[src/rtl/pc_fetch_unit.sv]
// rtl/pc_fetch_unit.sv - MIPS32 program counter and instruction-fetch handshake
// Holds pc, picks the next-PC source and runs the IDLE/REQ/DONE fetch sequence.

module pc_fetch_unit #(
  parameter logic [31:0] RESET_VECTOR = 32'h0000_0000
) (
  input  logic        clk,
  input  logic        rst_n,
  input  logic        br_taken,
  input  logic [31:0] br_offset,
  input  logic        jump,
  input  logic [25:0] jump_index,
  input  logic        jr,
  input  logic [31:0] jr_target,
  input  logic        stall,
  input  logic        flush,
  input  logic [31:0] flush_addr,
  output logic        imem_req,
  output logic [31:0] imem_addr,
  input  logic        imem_ack,
  input  logic [31:0] imem_rdata,
  output logic        fetch_valid,
  output logic [31:0] instr,
  output logic [31:0] pc,
  output logic [31:0] pc_plus4,
  output logic        addr_err
);

  typedef enum logic [1:0] {
    IDLE = 2'd0,
    REQ  = 2'd1,
    DONE = 2'd2
  } state_t;

  state_t      state_q, state_d;
  logic [31:0] pc_q, pc_d;
  logic [31:0] instr_q, instr_d;
  logic [31:0] flush_addr_q, flush_addr_d;
  logic        flush_pend_q, flush_pend_d;
  logic        addr_err_q, addr_err_d;

  logic [31:0] seq_pc;
  logic [31:0] br_target;
  logic [31:0] jump_target;
  logic [31:0] target;
  logic        load_pc;

  always_ff @(posedge clk or negedge rst_n) begin
    if (!rst_n) begin
      state_q      <= IDLE;
      pc_q         <= RESET_VECTOR;
      instr_q      <= 32'h0;
      flush_addr_q <= 32'h0;
      flush_pend_q <= 1'b0;
      addr_err_q   <= 1'b0;
    end else begin
      state_q      <= state_d;
      pc_q         <= pc_d;
      instr_q      <= instr_d;
      flush_addr_q <= flush_addr_d;
      flush_pend_q <= flush_pend_d;
      addr_err_q   <= addr_err_d;
    end
  end

  always_comb begin
    seq_pc       = pc_q + 32'd4;
    br_target    = seq_pc + br_offset;
    jump_target  = {seq_pc[31:28], jump_index, 2'b00};
    state_d      = state_q;
    instr_d      = instr_q;
    flush_addr_d = flush_addr_q;
    flush_pend_d = flush_pend_q;
    target       = seq_pc;
    load_pc      = 1'b0;

    case (state_q)
      IDLE: begin
        state_d = REQ;
        if (flush) begin
          target  = flush_addr;
          load_pc = 1'b1;
        end
      end

      REQ: begin
        // The outstanding request always completes; a flush only redirects
        // once the ack retires it, and the returned word is dropped.
        if (imem_ack) begin
          if (flush || flush_pend_q) begin
            target       = flush ? flush_addr : flush_addr_q;
            load_pc      = 1'b1;
            flush_pend_d = 1'b0;
          end else begin
            instr_d = imem_rdata;
            state_d = DONE;
          end
        end else if (flush) begin
          flush_pend_d = 1'b1;
          flush_addr_d = flush_addr;
        end
      end

      DONE: begin
        if (flush) begin
          target  = flush_addr;
          load_pc = 1'b1;
          state_d = REQ;
        end else if (!stall) begin
          if (jr)            target = jr_target;
          else if (jump)     target = jump_target;
          else if (br_taken) target = br_target;
          else               target = seq_pc;
          load_pc = 1'b1;
          state_d = REQ;
        end
      end

      default: state_d = IDLE;
    endcase

    pc_d       = load_pc ? {target[31:2], 2'b00} : pc_q;
    addr_err_d = load_pc && (target[1:0] != 2'b00);
  end

  assign imem_req    = (state_q == REQ);
  assign imem_addr   = pc_q;
  assign fetch_valid = (state_q == DONE);
  assign instr       = instr_q;
  assign pc          = pc_q;
  assign pc_plus4    = seq_pc;
  assign addr_err    = addr_err_q;

endmodule

[config.mk]
export PLATFORM = sky130hd
export DESIGN_NAME = pc_fetch_unit
export DESIGN_NICKNAME = d
export VERILOG_FILES = /design/src/rtl/pc_fetch_unit.sv
export SDC_FILE = /design/constraint.sdc
export NUM_CORES = 1
export LEC_CHECK = 0
export CAP_MARGIN = 20
export CORE_ASPECT_RATIO = 1.75
export CORE_MARGIN = 2
export CORE_UTILIZATION = 44
export CTS_CLUSTER_DIAMETER = 30
export CTS_CLUSTER_SIZE = 12
export DETAILED_ROUTE_END_ITERATION = 8
export PLACE_DENSITY_LB_ADDON = 0.15
export SLEW_MARGIN = 15
export SYNTH_ARGS = -nofsm -noshare
export SYNTH_HDL_FRONTEND = slang
export SYNTH_SLANG_ARGS = --single-unit
[constraint.sdc]
create_clock -name clk -period 4.27 [get_ports clk]
set_input_delay 1.0675 -clock clk [delete_from_list [all_inputs] [get_ports clk]]
set_output_delay 1.0675 -clock clk [all_outputs]
set_load 0.02 [all_outputs]
==> impl_results.md <==
- Outcome: completed
- Reg2Reg Depth: 14
- Global route overflow: 0
- Wire length on met2: 16.60 mm
- Hold path depth: 1
- TritonCTS clock tree: yes
- All-Layer GR Usage: 34.48%
- Worst Setup Start Kind: flop
- Initial Util: 44.98%
- Drt pass-1 iters: 5
- Finished Layout Cells: 1511
- Reg power frac: 20.1%
- Vias per Instance: 6.111
- Crit Reg-Reg Startpoint: imem_addr[6]
- Synthesized cell area: 8120 µm²
- Buf/Inv on CP: 1
- Max-slew violations: 0
- Min Tclk post-route: 4160 ps
- CTS Buffer Depth: 2
- TritonCTS buffer count: 9
- Crit path from: imem_addr[6]
- Worst clock skew: 9.367 ps
- NetSw: 4.028 mW
- Comb pwr share: 70.3%
- Asr flop ratio synth: 100.0%
- Clock Tree Root: clkbuf_16
- Reg clk slew, reported paths: 70 ps
- DRC viols: 0
- Multi-input gate area: 5171 µm²
- Fraction of power spent switching nets: 46.99%
- Die Area: 19600 µm²
- Worst setup EP type: output pin
- Proportion of layout cells with a drive suffix above 1: 15.66%
- HPWL after DPL: 27.46 mm
- Maximum VDD drop: 0.4851 mV
- Slew @ Worst Pin: 1107 ps
- Worst-Skew Late Latency: 350 ps
- Sequential cell area: 2455 µm²
- Hold_buf cts: 0
- Fin crit share: 97.42%
- Area delta synth->final: 45.78%
- Initial antenna violation count: 0
- First-pass GRT wire length: 51.59 mm
- Post-Route WL: 34.46 mm
- Worst EP required: 3200 ps
- Final Hold Vio Count: 0
- Syn_area_per_cell: 8.303 µm²
- Top sig layer: met4
- H-tree Lvls: 3
- Register area share after synthesis: 30.20%
- Final nets: 1471
- R2r endpoint: imem_addr[29]
- M1 WL: 13.31 mm
- Delay-heaviest family, CP: simple AND/OR/NAND/NOR gates
- Internal power: 4.545 mW
- MaxCap Viol Count: 0
- Clk sinks: 98
- Ant. Diodes: 0
- CP endpoint: pc_plus4[27]
- Warnings, synthesis: 0
- R2R Setup Slk: 170 ps
- CP arrival: 3090 ps
- Total stage count of the critical path: 6
- FILL cells: 1643
- Flops & latches, synth: 98
- Post-layout util: 65.56%
- Chip Width: 106.7 µm
- Die Y: 183.7 µm
- Cell variety after synth: 72
- Slowest stage delay, CP: 730 ps
- DR vias: 9234
- Largest net degree at the start of global routing: 83
- Hold Path Class: reg -> reg
- Leakage: 4.768 nW
- Cell count after synthesis: 978
- Metal3 WL: 2.711 mm
- Max-slew headroom: 25.92%
- Number of enable flip-flop cells after synthesis: 0
- Fmax: 0.2404 GHz
- Routed wire length per instance: 22.81 µm
- Initial drt markers: 807
- # setup viols final: 0
- I/O Buffers: 286
- Routability congestion estimate: 1.003
- Crit path cell chain: nand4_1 -> nor4_1 -> and2_1 -> nand2_1 -> xnor2_1 -> clkdlybuf4s50_1
- Setup CP Type: reg -> out
- RSZ-0062 raised after global routing: false
- Post-DRT Antenna Nets: 0
- Dominant synthesized flop cell: dfrtp_1
- Clock network power share: 9.6%
- Worst path slowest cell: clkdlybuf4s50_1
- Pwr Density: 724.2 nW/µm²
- Core box area: 18050 µm²
- Cell row count: 65
- Worst-path maximum fanout: 5
- Vias in the first global route: 9023
- Placed cell count: 1495
- IO Pins: 293
==> timing repair <==
action,CTS,global route
setup endpoints to repair,0,2
endpoints found under the hold margin,0,0
resized for setup,0,11
buffers inserted,0,1
==> Yosys cell counts, types with 3 or more instances <==
| cell | number | area, µm² |
|---|---|---|
| a21oi_1 | 83 | 415.4 |
| a221oi_1 | 13 | 113.9 |
| nand2b_1 | 8 | 50.05 |
| buf_1 | 3 | 11.26 |
| a211oi_1 | 14 | 105.1 |
| and4_1 | 3 | 26.28 |
| ha_1 | 35 | 437.9 |
| o31ai_1 | 3 | 22.52 |
| nor4_1 | 6 | 37.54 |
| buf_2 | 5 | 25.02 |
| a21boi_0 | 3 | 22.52 |
| a41oi_1 | 4 | 35.03 |
| dfrtp_1 | 98 | 2452 |
| nor3_1 | 18 | 90.09 |
| a21o_1 | 11 | 82.58 |
| nand3_1 | 30 | 150.1 |
| o21ai_0 | 78 | 390.4 |
| a31oi_1 | 17 | 106.4 |
| a22oi_1 | 5 | 37.54 |
| and2_1 | 4 | 25.02 |
| o22ai_1 | 12 | 75.07 |
| o211ai_1 | 16 | 120.1 |
| o311ai_0 | 5 | 43.79 |
| o21a_1 | 3 | 22.52 |
| xnor2_1 | 33 | 289.0 |
| inv_1 | 23 | 86.33 |
| clkbuf_1 | 49 | 183.9 |
| nand4_1 | 13 | 81.33 |
| buf_4 | 36 | 270.3 |
| nand2_1 | 99 | 371.6 |
| nor2b_1 | 8 | 50.05 |
| nor2_1 | 71 | 266.5 |
| or3_1 | 11 | 68.82 |
| a221o_1 | 6 | 60.06 |
| mux2_2 | 66 | 743.2 |
| mux2i_1 | 4 | 40.04 |
| and3_1 | 10 | 62.56 |
| xor2_1 | 14 | 122.6 |
| o221ai_1 | 14 | 122.6 |
==> cells in the final DEF (no fill, tap or decap), types with 6 or more instances in the layout <==
cell,count
a221oi_1,13
o211ai_1,16
nand2b_1,8
a31oi_1,17
conb_1,6
a21o_1,11
mux2_2,66
nor2_1,71
or3_1,11
ha_1,34
a211oi_1,14
a21oi_1,81
nand4_1,13
clkbuf_16,9
o221ai_1,14
nand3_1,29
a221o_1,6
o22ai_1,12
xor2_1,12
nand2_1,99
inv_1,23
and3_1,8
dfrtp_1,96
o21ai_0,78
buf_4,87
nor2b_1,8
xnor2_1,29
clkdlybuf4s50_1,284
nor3_1,16
==> power groups by stage <==
stage          clock (mW)  combinational (mW)  sequential [mW]
4_1_cts             0.830                5.94             1.71
6_report            0.820                6.03             1.72
2_1_floorplan           0                2.98             2.07
5_1_grt             0.863                6.38             1.77
3_3_place_gp            0                5.90             1.70
3_5_place_dp            0                5.90             1.72
==> registers in the layout, summed over array words and instances, names as in the netlist <==
signal / count
addr_err: 1
flush_addr_q: 32
instr: 32
flush_pend_q: 1
imem_addr: 30
state_q: 2
==> kinds of logic (layout without fill, tap and decap cells) <==
group	after synthesis	in the layout	share of synthesized area (%)
XOR/XNOR	47	47	5.069
adder cells (fa/ha/maj)	36	36	5.639
AND/OR/NAND/NOR	293	293	16.90
other	1	6	0.04618
buffers and inverters	120	414	7.473
multiplexers	70	70	9.646
AO/OA/AOI/OAI	313	313	25.02
flip-flops	98	98	30.20
==> worst min-delay path by stage <==
stage | from | slack [ps] | end
finish | flush_addr_q[8] | 500 | flush_addr_q[8]
global route | flush_addr_q[11] | 520 | flush_addr_q[11]
CTS | flush_addr_q[8] | 510 | flush_addr_q[8]
detailed placement | flush_addr_q[8] | 490 | flush_addr_q[8]
global placement | flush_addr_q[2] | 480 | flush_addr_q[2]
floorplan | flush_addr_q[20] | 470 | flush_addr_q[20]
==> layout make-up <==
| cell class | instances | area share [%] |
|---|---|---|
| clock buffers | 9 | 1.903 |
| well taps | 234 | 2.473 |
| repair buffers | 374 | 29.84 |
| multi-input cells | 765 | 43.68 |
| flip-flops and latches | 98 | 20.74 |
| clock inverters | 6 | 0.5708 |
| inverters | 25 | 0.7927 |
==> worst reg2reg max path, delay by kind of cell (launching register included) <==
kind                       cells  cell delay, ps
and+or+nand+nor                8            1950
AOI/OAI and AO/OA              4            1070
DFF                            1             370
adders and majority gates      1             350
xor gates and xnor gates       1             240
==> routing by layer <==
| metal | vias up | track usage, % |
|---|---|---|
| li1 | 4178 | - |
| met1 | 4345 | 42.00 |
| met2 | 605 | 58.14 |
| met3 | 106 | 5.495 |
| met4 | 0 | 18.03 |
| met5 | - | 0 |
==> per-stage QoR <==
| step | hold slack, ps | area [µm²] | setup TNS, ps | power (mW) | setup WS (ps) |
|---|---|---|---|---|---|
| final | 503.1 | 11840 | 0 | 8.573 | 110.2 |
| after global routing | 521.7 | 11840 | 0 | 9.018 | 2.700 |
| after CTS | 506.8 | 11790 | 0 | 8.479 | 132.6 |
| after detailed placement | 492.0 | 11490 | -49.14 | 7.625 | -49.14 |
| after global placement | 483.4 | 11490 | 0 | 7.606 | 36.21 |
| after floorplan | 472.8 | 8178 | 0 | 5.058 | 11.25 |
No activity file was read; power rests on OpenSTA's default activity.
